`config.mk`:
```
export PLATFORM = sky130hd
export DESIGN_NAME = cache_write_buffer
export DESIGN_NICKNAME = d
export VERILOG_FILES = /design/src/rtl/cache_write_buffer.sv
export SDC_FILE = /design/constraint.sdc
export NUM_CORES = 1
export LEC_CHECK = 0
export BUFFER_PORTS_ARGS = -buffer_cell sky130_fd_sc_hd__clkbuf_2
export CAP_MARGIN = 20
export CORE_MARGIN = 2
export CORE_UTILIZATION = 61
export DETAILED_ROUTE_END_ITERATION = 12
export PLACE_DENSITY = 0.8
export SLEW_MARGIN = 20
export SYNTH_ARGS = -nofsm -noshare
export SYNTH_HDL_FRONTEND = slang
export SYNTH_SLANG_ARGS = --single-unit
```
`constraint.sdc`:
```
create_clock -name clk_i -period 5.83 [get_ports clk_i]
set_input_delay 0.583 -clock clk_i [delete_from_list [all_inputs] [get_ports clk_i]]
set_output_delay 0.583 -clock clk_i [all_outputs]
set_load 0.01 [all_outputs]
```
`src/rtl/cache_write_buffer.sv`:
```
// Posted write buffer: circular FIFO between cache write-back and memory, with
// same-word coalescing and combinational read forwarding for refills.
module cache_write_buffer #(
    parameter int unsigned DEPTH      = 8,
    parameter int unsigned ADDR_WIDTH = 32,
    parameter int unsigned DATA_WIDTH = 32
) (
    input  logic                  clk_i,
    input  logic                  rst_i,
    input  logic                  wr_en_i,
    input  logic [ADDR_WIDTH-1:0] wr_addr_i,
    input  logic [DATA_WIDTH-1:0] wr_data_i,
    input  logic [ADDR_WIDTH-1:0] rd_addr_i,
    output logic                  rd_hit_o,
    output logic [DATA_WIDTH-1:0] rd_data_o,
    input  logic                  flush_i,
    output logic                  flush_done_o,
    output logic                  full_o,
    output logic                  empty_o,
    output logic                  overflow_o,
    output logic                  mem_req_o,
    output logic [ADDR_WIDTH-1:0] mem_addr_o,
    output logic [DATA_WIDTH-1:0] mem_wdata_o,
    input  logic                  mem_ready_i
);

    localparam int unsigned PTR_W = $clog2(DEPTH);
    localparam int unsigned CNT_W = PTR_W + 1;

    typedef enum logic [1:0] {StIdle, StDrain, StDone} flush_state_e;

    logic [ADDR_WIDTH-1:0] addr_q [DEPTH];
    logic [DATA_WIDTH-1:0] data_q [DEPTH];
    logic [DEPTH-1:0]      valid_q, valid_d;
    logic [PTR_W-1:0]      head_q, tail_q;
    logic [CNT_W-1:0]      count_q, count_d;
    logic                  overflow_q;
    flush_state_e          state_q, state_d;

    logic                  pop;
    logic                  push_append;
    logic                  push_drop;
    logic                  wr_match;
    logic [PTR_W-1:0]      wr_idx;

    assign empty_o     = (count_q == '0);
    assign full_o      = (count_q == CNT_W'(DEPTH));
    assign overflow_o  = overflow_q;
    assign mem_req_o   = !empty_o;
    assign mem_addr_o  = addr_q[head_q];
    assign mem_wdata_o = data_q[head_q];
    assign pop         = mem_req_o && mem_ready_i;

    // A head that leaves this edge cannot absorb the write; it must be re-queued.
    always_comb begin
        wr_match = 1'b0;
        wr_idx   = '0;
        for (int unsigned i = 0; i < DEPTH; i++) begin
            if (valid_q[i] && (addr_q[i][ADDR_WIDTH-1:2] == wr_addr_i[ADDR_WIDTH-1:2]) &&
                !(pop && (PTR_W'(i) == head_q))) begin
                wr_match = 1'b1;
                wr_idx   = PTR_W'(i);
            end
        end
    end

    assign push_append = wr_en_i && !wr_match && (!full_o || pop);
    assign push_drop   = wr_en_i && !wr_match && full_o && !pop;
    assign count_d     = count_q + CNT_W'(push_append) - CNT_W'(pop);

    // When full with a pop, tail == head: the append must win over the pop clear.
    always_comb begin
        valid_d = valid_q;
        if (pop) begin
            valid_d[head_q] = 1'b0;
        end
        if (push_append) begin
            valid_d[tail_q] = 1'b1;
        end
    end

    always_comb begin
        rd_hit_o  = 1'b0;
        rd_data_o = '0;
        for (int unsigned i = 0; i < DEPTH; i++) begin
            if (valid_q[i] && (addr_q[i][ADDR_WIDTH-1:2] == rd_addr_i[ADDR_WIDTH-1:2])) begin
                rd_hit_o  = 1'b1;
                rd_data_o = data_q[i];
            end
        end
    end

    always_comb begin
        state_d      = state_q;
        flush_done_o = 1'b0;
        unique case (state_q)
            StIdle: begin
                if (flush_i) begin
                    state_d = (count_d == '0) ? StDone : StDrain;
                end
            end
            StDrain: begin
                if (count_d == '0) begin
                    state_d = StDone;
                end
            end
            StDone: begin
                flush_done_o = 1'b1;
                state_d      = StIdle;
            end
            default: state_d = StIdle;
        endcase
    end

    always_ff @(posedge clk_i or posedge rst_i) begin
        if (rst_i) begin
            head_q     <= '0;
            tail_q     <= '0;
            count_q    <= '0;
            valid_q    <= '0;
            overflow_q <= 1'b0;
            state_q    <= StIdle;
        end else begin
            head_q  <= head_q + PTR_W'(pop);
            tail_q  <= tail_q + PTR_W'(push_append);
            count_q <= count_d;
            valid_q <= valid_d;
            state_q <= state_d;
            if (push_drop) begin
                overflow_q <= 1'b1;
            end
        end
    end

    always_ff @(posedge clk_i) begin
        if (wr_en_i && wr_match) begin
            data_q[wr_idx] <= wr_data_i;
        end else if (push_append) begin
            addr_q[tail_q] <= wr_addr_i;
            data_q[tail_q] <= wr_data_i;
        end
    end

endmodule

```
==> impl_results.md <==
- Routed wire length: 109000 um
- # hold bufs at CTS: 0
- Least-Margin Pin Slew: 1210 ps
- P per Cell Area: 424 nW/um2
- CTS tree: yes
- Final Cycle Share: 0.831
- Num CTS Buffers: 53
- Crit start category: register
- Die Ht: 223 um
- Final Wtd Congestion: 1.10
- GR Overflow Total: 0
- R2R Path Start: head_q[1]
- Skew-Pair Late Insertion Delay: 640 ps
- Fraction of registers with async set/reset: 0.0394
- Core area: 47500 um2
- First-pass GRT wire length: 152000 um
- Worst setup EP type: register
- Yosys reg bits: 533
- Mean Syn Cell Area: 14.1 um2
- Final min period: 4850 ps
- Final hold vios: 0
- Synthesized area: 29200 um2
- Final setup viols: 0
- Worst Skew: 33.4 ps
- Initial antenna violation count: 6
- Largest family of logic cells by synthesized area: multiplexers
- Slowest stage cell, crit path: dfrtp_4
- Post-synth top flop: edfxtp_1
- Post-CTS sizing: 0
- Clock buffer depth: 3
- Post-route ant nets: 0
- Worst Path Required: 6340 ps
- Number of synthesized flops with an enable pin: 512
- H-tree depth: 2
- Clk slew on worst S/H paths: 70 ps
- Vias in the first global route: 20700
- Adder-cell share of the synthesized area: 0.00454
- Sequential area share after synthesis: 0.544
- DIE WIDTH: 223 um
- Worst slew margin: 0.196
- Cell mode on critical path: inv_1
- Via Count: 21200
- Max VDD drop: 0.000391 V
- Crit path largest cell delay: 720 ps
- DRT Pass-1 Iters: 6
- Fill cells: 3217
- Post-Synth Simple-Gate Area: 0.0854
- Warnings, synthesis: 0
- Final Hold Slack: 180 ps
- Iter 0 DRT Violations: 3378
- Crit path DAT: 5360 ps
- Layout cells sized above 1: 0.270
- Fmax: 206 MHz
- CP Class: register to register
- Clk root buf: clkbuf_16
- Final #Nets: 2339
- Initial Util: 0.615
- Post-synthesis mux area share: 0.149
- Top-area cell type share of the netlist area: 0.526
- Site row count: 80
- HP Class: input port to asynchronous set/reset pin
- Die Area: 49700 um2
- Synth Instances: 2077
- GRT Overall Usage: 0.440
- Xor-xnor portion of the synthesized cell area: 0.145
- Synthesis-to-layout area growth: 11.8%
- Synth area leaders: edfxtp_1 53%, mux4_2 9.9%, xor2_1 8.0%
- R2r setup slk: 980 ps
- Number of slew-limit violations in the final report: 0
- Number of buffers added for setup after CTS: 0
- Crit Path Max Fanout: 27
- Outcome: complete, no violations
- Leak: 11.4 nW
- Worst Reg2Reg Path Length in Cells: 14
- HPWL after DPL: 74000 um
- RSZ-0062 raised after global routing: no
- DR vias/cell: 7.35
- Synth cell types: 60
- Final Util: 0.687
- DRC: 0
- Ports: 203
- # clock sinks: 533
- Reg-to-reg endpoint: state_q[0]
- Largest net degree at the start of global routing: 65
- Setup tns final: 0 ps
- Routed len/inst: 37.8 um
- Critical-path cell list: inv_1, o41ai_2, nand4b_1, or4_1, or4b_4, nor4bb_4, nand2b_1, nand2_1, ha_1, inv_1, fa_1, inv_1, or4_1, nor2b_1
- Cell taking the most area after synthesis: edfxtp_1
- Syn nets: 2188
- Max Cap Violations: 0
- Port Buffers: 200
- Complex-gate fraction of the synthesized area: 0.0446
cells by family (layout without fill, tap and decap cells):
kind of cell | Yosys count | in the layout
AOI/OAI and AO/OA | 180 | 180
xor gates and xnor gates | 484 | 484
adders and majority gates | 10 | 10
buffers and inverters | 184 | 380
DFF | 533 | 533
muxes | 258 | 258
other | 0 | 1
and+or+nand+nor | 428 | 428
metrics by stage:
step	area, um2	worst slack [ps]	cells	power, mW
after floorplan	29200	746	2077	8.22
after global placement	30800	972	2788	10.0
after detailed placement	30800	954	2788	10.1
after CTS	32700	1080	2888	13.7
after global routing	32700	833	2888	14.2
final	32700	984	2889	13.8
final cells by class:
class / instances / area (um2) / area share
well taps: 615 / 769 / 0.0236
clock inverters: 39 / 489 / 0.0150
flip-flops and latches: 533 / 15900 / 0.487
diodes: 1 / 2.50 / 0.0000766
inverters: 38 / 145 / 0.00444
clock buffers: 61 / 1360 / 0.0415
repair buffers: 242 / 1340 / 0.0411
multi-input cells: 1360 / 12700 / 0.387
cells in the final DEF, fill, tap and decap left out, drive strengths merged, types with 21 or more instances in the layout:
cell type	n
clkbuf	261
mux4	128
xnor2	218
nand3	32
inv	40
a21oi	23
mux2	129
o21ai	25
edfxtp	512
nor2	74
and3	53
nand4	85
buf	42
dfrtp	21
clkinv	25
nor4	122
o21a	51
xor2	266
worst max-delay path, delay by kind of cell (launching register included):
family	cells	cell delay, ps
flops	1	720
fa+ha+maj	2	660
compound gates	1	610
simple gates	8	2400
buf+inv	3	330
report_power, final:
group          internal (mW)  switching (mW)
Sequential              4.83           0.621
Combinational           2.02            2.71
Clock                   2.09            1.57
synth_stat cells, types with 15 or more instances:
cell and count:
o21ai_0 18, a21boi_0 18, and3_1 52, buf_1 15, o21a_1 51, nor2_1 74, mux2_2 126, xor2_1 266
nand2_1 17, edfxtp_1 512, dfrtp_1 21, xnor2_1 218, nand4_1 85, a21oi_1 23, inv_1 37, nor4_1 119
o221ai_1 19, mux4_2 128, clkbuf_1 66, buf_2 58, nand3_1 32
routing by layer:
layer / GRT usage / share of wire / routed length [um]
met1: 0.609 / 0.36 / 39400
met2: 0.610 / 0.42 / 45500
met3: 0.197 / 0.18 / 19200
met4: 0.174 / 0.046 / 4990
met5: 0.0108 / 0.00089 / 97
state kept, by name, summed over array words and instances (netlist names):
signal and cells:
state_q 2, addr_q 256, tail_q 3, overflow_o 1, head_q 3, data_q 256
valid_q 8, count_q 4
how the worst max path moves through the flow:
stage | end | startpoint | cells past startpoint
finish | state_q[0] | head_q[1] | 14
global route | state_q[0] | head_q[1] | 14
CTS | state_q[0] | head_q[0] | 15
detailed placement | data_q[2][23] | wr_addr_i[19] | 10
global placement | data_q[2][28] | wr_addr_i[19] | 10
floorplan | addr_q[1][0] | count_q[2] | 12
Power figures use the tool's default switching activity.
